### src/rtl/xkrc_pkg.sv
// xkrc_pkg: shared constants, FSM states and word-slice helper for the decrypt key schedule
package xkrc_pkg;
  localparam int ROUNDS_D = 16;
  localparam int WORDS = 4;
  localparam int ROT_K = 5;
  localparam int ROT_RC = 16;
  typedef enum logic [1:0] {IDLE, WIND, RUN, DRAIN} state_t;
  function automatic logic [0:15] word_of(input logic [0:63] v, input logic [1:0] w);
    return v[{w, 4'b0000} +: 16];
  endfunction
endpackage

### src/rtl/xkrc_dec_sched_if.sv
// xkrc_dec_sched_if: key material, state-word stream and status signals of the decrypt XOR engine
interface xkrc_dec_sched_if #(parameter int ROUNDS = xkrc_pkg::ROUNDS_D);
  logic start;
  logic [0:63] k0_in, k1_in, rc_in;
  logic [0:ROUNDS-1] sel_k0k1;
  logic [0:15] x_word, y_word;
  logic x_valid, x_ready, y_valid, y_ready;
  logic busy, done;
  modport master (output start, k0_in, k1_in, rc_in, sel_k0k1, x_word, x_valid, y_ready,
                  input x_ready, y_word, y_valid, busy, done);
  modport slave (input start, k0_in, k1_in, rc_in, sel_k0k1, x_word, x_valid, y_ready,
                 output x_ready, y_word, y_valid, busy, done);
endinterface

### src/rtl/xkrc_rot_reg.sv
// xkrc_rot_reg: 64-bit key/constant register that loads, rotates left or rotates right by ROT bits
module xkrc_rot_reg #(parameter int ROT = 5) (
  input  logic        clk,
  input  logic        rst_n,
  input  logic        load,
  input  logic [0:63] d,
  input  logic        rot_fwd,
  input  logic        rot_rev,
  output logic [0:63] q
);
  always_ff @(posedge clk or negedge rst_n)
    if (!rst_n) q <= '0;
    else if (load) q <= d;
    else if (rot_fwd) q <= {q[ROT:63], q[0:ROT-1]};
    else if (rot_rev) q <= {q[64-ROT:63], q[0:63-ROT]};
endmodule

### src/rtl/xkrc_dec_sched.sv
// xkrc_dec_sched: winds the encrypt key/RC schedule to the last round, then XORs
// state words with it while unwinding round by round back to round 0
module xkrc_dec_sched import xkrc_pkg::*; #(parameter int ROUNDS = ROUNDS_D) (
  input logic clk,
  input logic rst_n,
  xkrc_dec_sched_if.slave io
);
  localparam int CW = ROUNDS > 1 ? $clog2(ROUNDS) : 1;
  state_t state, nxt;
  logic [CW-1:0] cnt;
  logic [1:0] w;
  logic [0:ROUNDS-1] sel;
  logic [0:63] k0, k1, rc;
  logic [0:15] y_word;
  logic y_valid, done, load, fwd, rdy, take, last;
  assign rdy = state == RUN && (!y_valid || io.y_ready);
  assign take = io.x_valid && rdy;
  assign last = take && w == 2'(WORDS - 1);
  assign io.x_ready = rdy;
  assign io.y_word = y_word;
  assign io.y_valid = y_valid;
  assign io.busy = state != IDLE;
  assign io.done = done;
  xkrc_rot_reg #(.ROT(ROT_K)) u_k0 (.clk, .rst_n, .load, .d(io.k0_in), .rot_fwd(fwd), .rot_rev(last), .q(k0));
  xkrc_rot_reg #(.ROT(ROT_K)) u_k1 (.clk, .rst_n, .load, .d(io.k1_in), .rot_fwd(fwd), .rot_rev(last), .q(k1));
  xkrc_rot_reg #(.ROT(ROT_RC)) u_rc (.clk, .rst_n, .load, .d(io.rc_in), .rot_fwd(fwd), .rot_rev(last), .q(rc));
  always_ff @(posedge clk or negedge rst_n)
    if (!rst_n) state <= IDLE;
    else state <= nxt;
  always_comb begin
    nxt = state;
    load = 1'b0;
    fwd = 1'b0;
    case (state)
      IDLE: begin
        load = io.start;
        if (io.start) nxt = ROUNDS > 1 ? WIND : RUN;
      end
      WIND: begin
        fwd = 1'b1;
        if (cnt == CW'(1)) nxt = RUN;
      end
      RUN: if (last && cnt == '0) nxt = DRAIN;
      default: if (y_valid && io.y_ready) nxt = IDLE;
    endcase
  end
  // sel shifts toward its last bit each round so sel[ROUNDS-1] always names the current round
  always_ff @(posedge clk or negedge rst_n)
    if (!rst_n) begin
      cnt <= '0;
      w <= '0;
      sel <= '0;
      y_word <= '0;
      y_valid <= 1'b0;
      done <= 1'b0;
    end else begin
      done <= state == DRAIN && y_valid && io.y_ready;
      if (load) begin
        cnt <= CW'(ROUNDS - 1);
        w <= '0;
        sel <= io.sel_k0k1;
      end else if (fwd) cnt <= cnt == CW'(1) ? CW'(ROUNDS - 1) : cnt - 1'b1;
      else if (take) begin
        w <= w + 1'b1;
        if (last) begin
          cnt <= cnt - 1'b1;
          sel <= sel >> 1;
        end
      end
      if (take) begin
        y_word <= io.x_word ^ word_of(sel[ROUNDS-1] ? k1 : k0, w) ^ word_of(rc, w);
        y_valid <= 1'b1;
      end else if (io.y_ready) y_valid <= 1'b0;
    end
endmodule

### src/flat_wrapper.sv
// flat-port wrapper written by rule: the top's interface ports become plain ports
module xkrc_dec_sched_flat import xkrc_pkg::*;
#(parameter int ROUNDS = ROUNDS_D)
  (clk, rst_n, io_start, io_k0_in, io_k1_in, io_rc_in, io_sel_k0k1, io_x_word, io_x_valid, io_y_ready, io_x_ready, io_y_word, io_y_valid, io_busy, io_done);
  xkrc_dec_sched_if #(.ROUNDS(ROUNDS)) io_i ();
  input logic clk;
  input logic rst_n;
  input wire logic [$bits(io_i.start)-1:0] io_start;
  input wire logic [$bits(io_i.k0_in)-1:0] io_k0_in;
  input wire logic [$bits(io_i.k1_in)-1:0] io_k1_in;
  input wire logic [$bits(io_i.rc_in)-1:0] io_rc_in;
  input wire logic [$bits(io_i.sel_k0k1)-1:0] io_sel_k0k1;
  input wire logic [$bits(io_i.x_word)-1:0] io_x_word;
  input wire logic [$bits(io_i.x_valid)-1:0] io_x_valid;
  input wire logic [$bits(io_i.y_ready)-1:0] io_y_ready;
  output wire logic [$bits(io_i.x_ready)-1:0] io_x_ready;
  output wire logic [$bits(io_i.y_word)-1:0] io_y_word;
  output wire logic [$bits(io_i.y_valid)-1:0] io_y_valid;
  output wire logic [$bits(io_i.busy)-1:0] io_busy;
  output wire logic [$bits(io_i.done)-1:0] io_done;
  assign io_i.start = io_start;
  assign io_i.k0_in = io_k0_in;
  assign io_i.k1_in = io_k1_in;
  assign io_i.rc_in = io_rc_in;
  assign io_i.sel_k0k1 = io_sel_k0k1;
  assign io_i.x_word = io_x_word;
  assign io_i.x_valid = io_x_valid;
  assign io_i.y_ready = io_y_ready;
  assign io_x_ready = io_i.x_ready;
  assign io_y_word = io_i.y_word;
  assign io_y_valid = io_i.y_valid;
  assign io_busy = io_i.busy;
  assign io_done = io_i.done;
  xkrc_dec_sched #(.ROUNDS(ROUNDS)) u_core (.clk(clk), .rst_n(rst_n), .io(io_i));
endmodule
### config.mk
export PLATFORM = sky130hd
export DESIGN_NAME = xkrc_dec_sched_flat
export DESIGN_NICKNAME = d
export VERILOG_FILES = /design/src/rtl/xkrc_pkg.sv /design/src/rtl/xkrc_dec_sched_if.sv /design/src/rtl/xkrc_rot_reg.sv /design/src/rtl/xkrc_dec_sched.sv /design/src/flat_wrapper.sv
export SDC_FILE = /design/constraint.sdc
export NUM_CORES = 1
export LEC_CHECK = 0
export BUFFER_PORTS_ARGS = -buffer_cell sky130_fd_sc_hd__buf_2
export CAP_MARGIN = 20
export CORE_ASPECT_RATIO = 1.75
export CORE_MARGIN = 2
export CORE_UTILIZATION = 60
export CTS_BUF_LIST = sky130_fd_sc_hd__clkbuf_4
export CTS_CLUSTER_SIZE = 14
export DETAILED_ROUTE_END_ITERATION = 8
export MAX_ROUTING_LAYER = met4
export PLACE_DENSITY = 0.85
export RECOVER_POWER = 25
export SLEW_MARGIN = 20
export SYNTH_ARGS = -nofsm -noshare
export SYNTH_HDL_FRONTEND = slang
export SYNTH_SLANG_ARGS = --single-unit
### constraint.sdc
create_clock -name clk -period 3.9 [get_ports clk]
set_clock_uncertainty 0.15 [all_clocks]
set_input_delay 0.195 -clock clk [delete_from_list [all_inputs] [get_ports clk]]
set_output_delay 0.195 -clock clk [all_outputs]
set_load 0.01 [all_outputs]
==> impl_metrics.ini, run 1 <==
[timing]
slew_violations = 0
setup_ws_ns = 0.437
slew_headroom_pct = 31.3
setup_violations = 0
max_freq_mhz = 289
worst_pin_slew_ns = 1.03
hold_viol_final = 13
period_share_pct = 88.8
totalNegativeSetupSlack_ns = 0
whs_ns = -0.0463
rsz0062_at_grt = no
min_period_ns = 3.46

[pwr]
max-vdd-ir-drop_mv = 0.634
powerDensity_mw_per_mm2 = 774
pwr-share-seq_pct = 33.3
p_clk_share_pct = 14.0
leakagePower_uw = 0.00823
p_switching_uw = 6780
p_int_uw = 7520
swShare_pct = 47.4
comb_power_share_pct = 52.7

[placement]
gp_congestion = 1.01
hpwl_mm = 30.7
portBuffers = 248
dp_slack_ns = 1.14

[global_route]
antenna_found_initial = 3
grt_use_total_pct = 45.0
grt_pass1_vias = 15167
grt_pass1_wl_mm = 83.2
grt_max_degree = 246
gr-total-overflow = 0

[logic_synthesis]
syn_avg_cell_area_sq_um = 9.06
synth-seq-cells = 234
synth.distinct_cells = 38
synthesis.area_sq_mm = 0.0142
yosys_warnings = 0
synth_nets = 1808
yosysSeqAreaShare_pct = 41.2
synth_cells = 1569

[clock_tree]
cts_buffer_depth = 3
htree_levels = 2
cts_root_buffer = clkbuf_4
clk_pin_slew_ns = 0.09
cts_made_buffers = 57
clock_sinks = 234
cts-resized-gates = 0
cts_tree = yes
worstSkewPairLatency_ns = 0.76

[setup_path]
ff2ff_setup_slack_ns = 0.44
start_kind = flip-flop
worst_path_max_delay_cell = o21ai_0
rr_startpoint = u_core.state[1]$_DFFE_PN0P_
timing.rr.end = u_core.u_k1.q[56]$_DFFE_PN0P_
cp_cell_sequence = inv_1 > ha_1 > and2_4 > buf_12 > a21oi_1 > o21ai_0
setup.worst_path.class = flip-flop to flip-flop
cpPeakStageDelay_ns = 0.75
reg2reg_depth = 6
cp_data_arrival_time_ns = 3.87
crit_required_ns = 4.31
critPathMaxFanout = 245
cp-end-kind = flip-flop

[die]
dieHeight_um = 208
num_io_pins = 249
row_count = 74
fp.coreArea_sq_mm = 0.0233
start_util_pct = 60.9
die_w_um = 120
die-area_sq_mm = 0.0250

[cells_and_area]
mostFrequentLayoutCell = buf_2
drive_above_1_share_pct = 21.0
syn2layout_area_growth_pct = 30.1
ff_latch_area_sq_mm = 0.00586
fill_cells = 1360
layout_common_cells = buf_2, nand2_1, dlygate4sd3_1
multi_input_area_sq_mm = 0.00772
fin_nets = 2244

[job]
cap_viol_max_count = 0

[detailed_routing]
first_iter_violations = 1698
via_per_inst = 6.36
firstDrtPassIters = 6
vias = 14876
drc = 0
wl_mm = 54.6
ant_nets = 0
wl_per_cell_um = 23.3

[status]
failed_checks = hold timing
status = finished with violations

[min_path]
hold_class = input port to asynchronous set/reset pin
[routing by layer]
layer	vias up	routed length, um	GRT usage, %
met2	1156	26700	72.5
met1	6980	17200	46.5
met4	0	5550	35.4
met3	389	5160	10.8
met5	-	0	-
li1	6351	-	-
[critical path, delay by kind of cell, from the launching register on]
kind,cells,cell delay [ns]
buffers and inverters,2,0.87
adders and majority gates,1,0.26
AOI/OAI and AO/OA,2,0.90
DFF,1,0.43
and+or+nand+nor,1,0.44
[flip-flops by register name, indices dropped and copies added, names as in the netlist]
register           flops
u_core.cnt             4
u_core.io.done         1
u_core.io.y_valid      1
u_core.io.y_word      16
u_core.sel            16
u_core.state           2
u_core.u_k0.q         64
u_core.u_k1.q         64
u_core.u_rc.q         64
u_core.w               2
[how the worst max path moves through the flow]
stage / end / startpoint / cells after the start / slack [ns]
detailed placement: u_core.u_k1.q[36]$_DFFE_PN0P_ / u_core.state[0]$_DFFE_PN0P_ / 6 / 1.14
finish: u_core.u_k1.q[56]$_DFFE_PN0P_ / u_core.state[1]$_DFFE_PN0P_ / 6 / 0.44
global route: u_core.u_k1.q[56]$_DFFE_PN0P_ / u_core.state[1]$_DFFE_PN0P_ / 6 / 0.42
floorplan: u_core.sel[10]$_DFFE_PN0P_ / u_core.state[0]$_DFFE_PN0P_ / 8 / 1.68
global placement: u_core.u_k1.q[55]$_DFFE_PN0P_ / u_core.state[0]$_DFFE_PN0P_ / 6 / 1.26
CTS: u_core.u_k1.q[26]$_DFFE_PN0P_ / u_core.state[1]$_DFFE_PN0P_ / 8 / 0.70
[power groups by stage]
stage                     Combinational, uW  Clock, uW  Sequential (uW)
after CTS                              7070       1970             4600
after floorplan                        5650          0             4050
after detailed placement               6800          0             4640
after global routing                   8170       2110             4780
after global placement                 6530          0             4580
final                                  7540       2000             4760
[Yosys cell counts]
master	n	share of area, %
nand2b_1	1	0.044
nand4bb_1	1	0.079
nand3b_1	1	0.053
or3b_1	1	0.062
buf_4	3	0.16
nor4_1	1	0.044
buf_1	4	0.11
nor2_1	214	5.7
o21ai_1	49	1.7
ha_1	10	0.88
dfrtp_1	234	41
a41oi_1	1	0.062
nor2b_1	1	0.044
mux2_2	18	1.4
o21bai_1	1	0.053
and2_1	3	0.13
a211oi_1	1	0.053
a22o_1	1	0.062
a311oi_2	1	0.11
a31oi_1	1	0.044
or3_1	1	0.044
a311o_1	1	0.070
inv_1	6	0.16
nor3_1	1	0.035
nor3b_1	2	0.11
clkbuf_1	65	1.7
mux2i_1	208	15
a222oi_1	1	0.070
nand4_1	1	0.044
buf_2	44	1.5
mux4_2	48	7.6
and3_1	1	0.044
xnor2_1	32	2.0
a21o_1	1	0.053
o21ai_0	145	5.1
buf_6	12	0.95
a21oi_1	210	7.4
nand2_1	243	6.4
[stage by stage]
stage               util [%]  total power [uW]  instance area (sq um)  cells
floorplan                  -              9690                  14200   1569
global placement        66.4             11100                  15500   2015
detailed placement      66.4             11400                  15500   2015
CTS                     79.2             13600                  18500   2335
global route            79.2             15100                  18500   2338
finish                  79.2             14300                  18500   2339
[timing repair]
| item | in CTS | in global routing |
|---|---|---|
| hold buffers | 235 | 0 |
| buffers inserted | 0 | 0 |
| endpoints found under the hold margin | 343 | 0 |
[final cells by class]
class	instances	share of cell area, %
Sequential cell	234	31.7
Antenna cell	4	0.0541
Tap cell	304	2.06
Multi-Input combinational cell	1201	41.8
Clock buffer	83	3.37
Inverter	6	0.122
Clock inverter	2	0.0406
Timing Repair Buffer	505	20.9
[cells by family (layout without fill, tap and decap cells)]
family | Yosys count | count (layout) | share of synthesized area (%)
xor+xnor | 32 | 32 | 1.97
compound gates | 413 | 413 | 14.8
mux | 274 | 274 | 23.7
other cells | 0 | 4 | 0
simple gates | 472 | 472 | 12.8
fa+ha+maj | 10 | 10 | 0.881
flops | 234 | 234 | 41.2
buf+inv | 134 | 596 | 4.64
Note: power is estimated with default switching activity, not from simulation.
==> run 2: changes to the inputs <==
--- a/config.mk
+++ b/config.mk
@@ -9,14 +9,15 @@
 export CAP_MARGIN = 20
 export CORE_ASPECT_RATIO = 1.75
 export CORE_MARGIN = 2
-export CORE_UTILIZATION = 60
+export CORE_UTILIZATION = 40
 export CTS_BUF_LIST = sky130_fd_sc_hd__clkbuf_4
 export CTS_CLUSTER_SIZE = 14
 export DETAILED_ROUTE_END_ITERATION = 8
+export HOLD_SLACK_MARGIN = 0.15
 export MAX_ROUTING_LAYER = met4
-export PLACE_DENSITY = 0.85
 export RECOVER_POWER = 25
 export SLEW_MARGIN = 20
 export SYNTH_ARGS = -nofsm -noshare
 export SYNTH_HDL_FRONTEND = slang
+export SYNTH_HIERARCHICAL = 1
 export SYNTH_SLANG_ARGS = --single-unit
==> impl_metrics.ini, run 2 <==
[clock_tree]
postCtsHoldBufs = 413
cts_setup_buffers = 0
clock_sinks = 234
htree_levels = 2
cts_made_buffers = 61
cts_root_buffer = clkbuf_4
cts-resized-gates = 0
cts_buffer_depth = 3

[logic_synthesis]
synthAdderAreaFrac_pct = 0.703
muxShareOfSynthArea_pct = 11.2
synth_compound_area_share_pct = 25.0
synth_top_area_share_pct = 41.2
synth_most_common_cell = dfrtp_1
yosys.area_share.simple_pct = 13.5
synth_cells = 1368
synth-seq-cells = 234
post-synth-top-area-cell = dfrtp_1
syn_avg_cell_area_sq_um = 10.4
synth_nets = 1605
synth.distinct_cells = 39
synthFlopType = dfrtp_1
yosys_warnings = 6
synthesis.area_sq_mm = 0.0142
ys_top_cells_by_area = dfrtp_1, and3b_1, a22oi_1
synth-edff-count = 0
synthArstFlopShare_pct = 100
yosys-top-cells-count = dfrtp_1, a21oi_1, and3b_1
synthXorXnorAreaFrac_pct = 1.97
yosysSeqAreaShare_pct = 41.2
synth_top_family_by_area = compound AO/OA/AOI/OAI gates

[die]
num_io_pins = 249
row_count = 91
start_util_pct = 40.4
dieHeight_um = 254
die_w_um = 147

[status]
lastStage = 4_1_cts
error_line = [ERROR RSZ-0060] Max buffer count reached.
status = did not finish

[placement]
gp_congestion = 0.918
hpwl_mm = 33.7
portBuffers = 248
[run 2: per-stage QoR]
stage	hold slack, ns	cell area (sq um)	cells	worst slack, ns	utilization, %
after floorplan	-0.251	14200	1368	1.57	-
after global placement	0.185	15500	1957	1.02	44.0
after detailed placement	0.193	15500	1957	0.921	44.0
[run 2: cells by family after synthesis]
group                      Yosys count
buffers and inverters              157
AOI/OAI and AO/OA                  609
and+or+nand+nor                    233
adders and majority gates            8
DFF                                234
muxes                               95
xor gates and xnor gates            32
==> run 3: changes to the inputs <==
--- a/config.mk
+++ b/config.mk
@@ -7,14 +7,10 @@
 export LEC_CHECK = 0
 export BUFFER_PORTS_ARGS = -buffer_cell sky130_fd_sc_hd__buf_2
 export CAP_MARGIN = 20
-export CORE_ASPECT_RATIO = 1.75
 export CORE_MARGIN = 2
-export CORE_UTILIZATION = 40
-export CTS_BUF_LIST = sky130_fd_sc_hd__clkbuf_4
-export CTS_CLUSTER_SIZE = 14
+export CORE_UTILIZATION = 25
 export DETAILED_ROUTE_END_ITERATION = 8
-export HOLD_SLACK_MARGIN = 0.15
-export MAX_ROUTING_LAYER = met4
+export PLACE_DENSITY_LB_ADDON = 0.15
 export RECOVER_POWER = 25
 export SLEW_MARGIN = 20
 export SYNTH_ARGS = -nofsm -noshare
==> impl_metrics.ini, run 3 <==
[die]
row_count = 87
start_util_pct = 25.3
die-area_sq_mm = 0.0588
die_w_um = 243
fp.coreArea_sq_mm = 0.0563
num_io_pins = 249
dieHeight_um = 243

[setup_path]
start_kind = flip-flop
critPathCapture = u_core/u_k0/q[4]$_DFFE_PN0P_
rr_startpoint = u_core/state[0]$_DFFE_PN0P_
critPathMaxFanout = 88
cp-end-kind = flip-flop
crit_start = u_core/state[0]$_DFFE_PN0P_
cp_data_arrival_time_ns = 3.39
setup.worst_path.class = flip-flop to flip-flop
timing.rr.end = u_core/u_k0/q[4]$_DFFE_PN0P_
crit_required_ns = 4.14
reg2reg_depth = 10
ff2ff_setup_slack_ns = 0.75

[logic_synthesis]
ys_top_cells_by_area = dfrtp_1, and3b_1, a22oi_1
yosysSeqAreaShare_pct = 41.2
synth_nets = 1605
synthArstFlopShare_pct = 100
syn_avg_cell_area_sq_um = 10.4
synth_top_area_share_pct = 41.2
synth_cells = 1368
synthesis.area_sq_mm = 0.0142
synth.distinct_cells = 39
yosys_warnings = 6
post-synth-top-area-cell = dfrtp_1
synthFlopType = dfrtp_1
synth-seq-cells = 234
synth-edff-count = 0
yosys-top-cells-count = dfrtp_1, a21oi_1, and3b_1
synth_most_common_cell = dfrtp_1

[timing]
whs_ns = -0.00250
slew_violations = 65
slew_headroom_pct = -18.3
rsz0062_at_grt = no
setup_violations = 0
max_freq_mhz = 317
min_period_ns = 3.15
worst_pin_slew_ns = 1.78
totalNegativeSetupSlack_ns = 0
period_share_pct = 80.8
hold_viol_final = 1

[cells_and_area]
drive_above_1_share_pct = 21.9
layout_common_cells = dfrtp_1, buf_2, dlygate4sd3_1
fin_nets = 1991
fill_cells = 5790
ff_latch_area_sq_mm = 0.00586
utilization_pct = 33.9
syn2layout_area_growth_pct = 34.2
multi_input_area_sq_mm = 0.00747
fin_cells = 2534
reg.largest.list = u_core/u_k0/q: 64 flops, u_core/u_k1/q: 64 flops, u_core/u_rc/q: 64 flops
mostFrequentLayoutCell = dfrtp_1

[placement]
dp_cells = 2247
gp_congestion = 0.795
hpwl_mm = 37.8
portBuffers = 248

[clock_tree]
cts_made_buffers = 34
cts_tree = yes
htree_levels = 2
worstSkewPairLatency_ns = 0.54
clock_sinks = 234
cts_root_buffer = clkbuf_16
clk_pin_slew_ns = 0.06
cts_buffer_depth = 3

[global_route]
grt_pass1_vias = 12641
gr-total-overflow = 0
grt_max_degree = 187
grt_pass1_wl_mm = 84.2
antenna_found_initial = 6
grt_use_total_pct = 18.8

[detailed_routing]
via_per_inst = 5.07
wl_per_cell_um = 22.3
firstDrtPassIters = 6
ant_nets = 0
first_iter_violations = 1122
vias = 12836
drc = 0
wl_mm = 56.4

[job]
cap_viol_max_count = 1

[pwr]
leakagePower_uw = 0.00841
powerDensity_mw_per_mm2 = 751
max-vdd-ir-drop_mv = 0.498

[status]
failed_checks = hold timing, capacitance limit, slew limit
status = finished with violations

[min_path]
hold_class = input port to flip-flop
## run 3: cells by family after synthesis
kind of cell             Yosys count  synth area share (%)
AND/OR/NAND/NOR                  233                  13.5
flip-flops                       234                  41.2
XOR/XNOR                          32                  1.97
buffers and inverters            157                  6.45
adder cells (fa/ha/maj)            8                 0.704
multiplexers                      95                  11.2
AO/OA/AOI/OAI                    609                  25.0
## run 3: how the worst min path moves through the flow
stage	cells past startpoint	start	end	slack, ns
CTS	4	io_x_word[7]	u_core/io.y_word[8]$_DFFE_PN0P_	0.01
global route	4	io_x_word[10]	u_core/io.y_word[5]$_DFFE_PN0P_	0.04
detailed placement	1	rst_n	u_core/u_k1/q[6]$_DFFE_PN0P_	0.21
finish	4	io_x_word[7]	u_core/io.y_word[8]$_DFFE_PN0P_	-0.003
global placement	1	rst_n	u_core/u_k1/q[6]$_DFFE_PN0P_	0.23
floorplan	0	rst_n	u_core/cnt[0]$_DFFE_PN0P_	-0.25
## run 3: through the flow
| stage | power (uW) | setup slack (ns) | cell area, sq um | hold slack, ns |
|---|---|---|---|---|
| 6_report | 14300 | 0.747 | 19100 | -0.00250 |
| 5_1_grt | 15300 | 0.485 | 19100 | 0.0373 |
| 4_1_cts | 14500 | 0.783 | 19100 | 0.0114 |
| 3_5_place_dp | 11200 | 0.813 | 15800 | 0.212 |
| 3_3_place_gp | 11100 | 0.858 | 15800 | 0.225 |
| 2_1_floorplan | 9290 | 1.57 | 14200 | -0.251 |
## run 3: what timing repair did
item                      4_1_cts  5_1_grt
hold endpoints to repair      328        0
hold buffers                  227        0
buffers inserted                0        0
resized for setup               0        0
## run 3: worst max-delay path: stages, from the launching register on
cell	delay, ns
dfrtp_1	0.44
inv_1	0.11
ha_1	0.25
and2_1	0.22
nand3_1	0.18
inv_4	0.40
buf_12	0.36
nor3_4	0.04
buf_4	0.36
a22oi_1	0.26
o21ai_0	0.10
## run 3: per-layer routing
layer	global-route usage [%]	part of all wire [%]
met1	27.3	47
met2	28.0	45
met3	3.43	6.0
met4	6.08	2.6
met5	0	0.012
## run 3: cell type report
| type | count | share of cell area, % |
|---|---|---|
| diodes | 3 | 0.0393 |
| clock buffers | 50 | 5.25 |
| clock inverters | 7 | 0.216 |
| inverters | 12 | 0.288 |
| multi-input cells | 977 | 39.1 |
| flip-flops and latches | 234 | 30.7 |
| well taps | 756 | 4.96 |
| repair buffers | 495 | 19.4 |
## run 3: power by group
part | internal, uW | total (uW) | switching [uW]
registers | 3550 | 5080 | 1530
clock network | 1770 | 2980 | 1210
logic | 2850 | 6270 | 3420
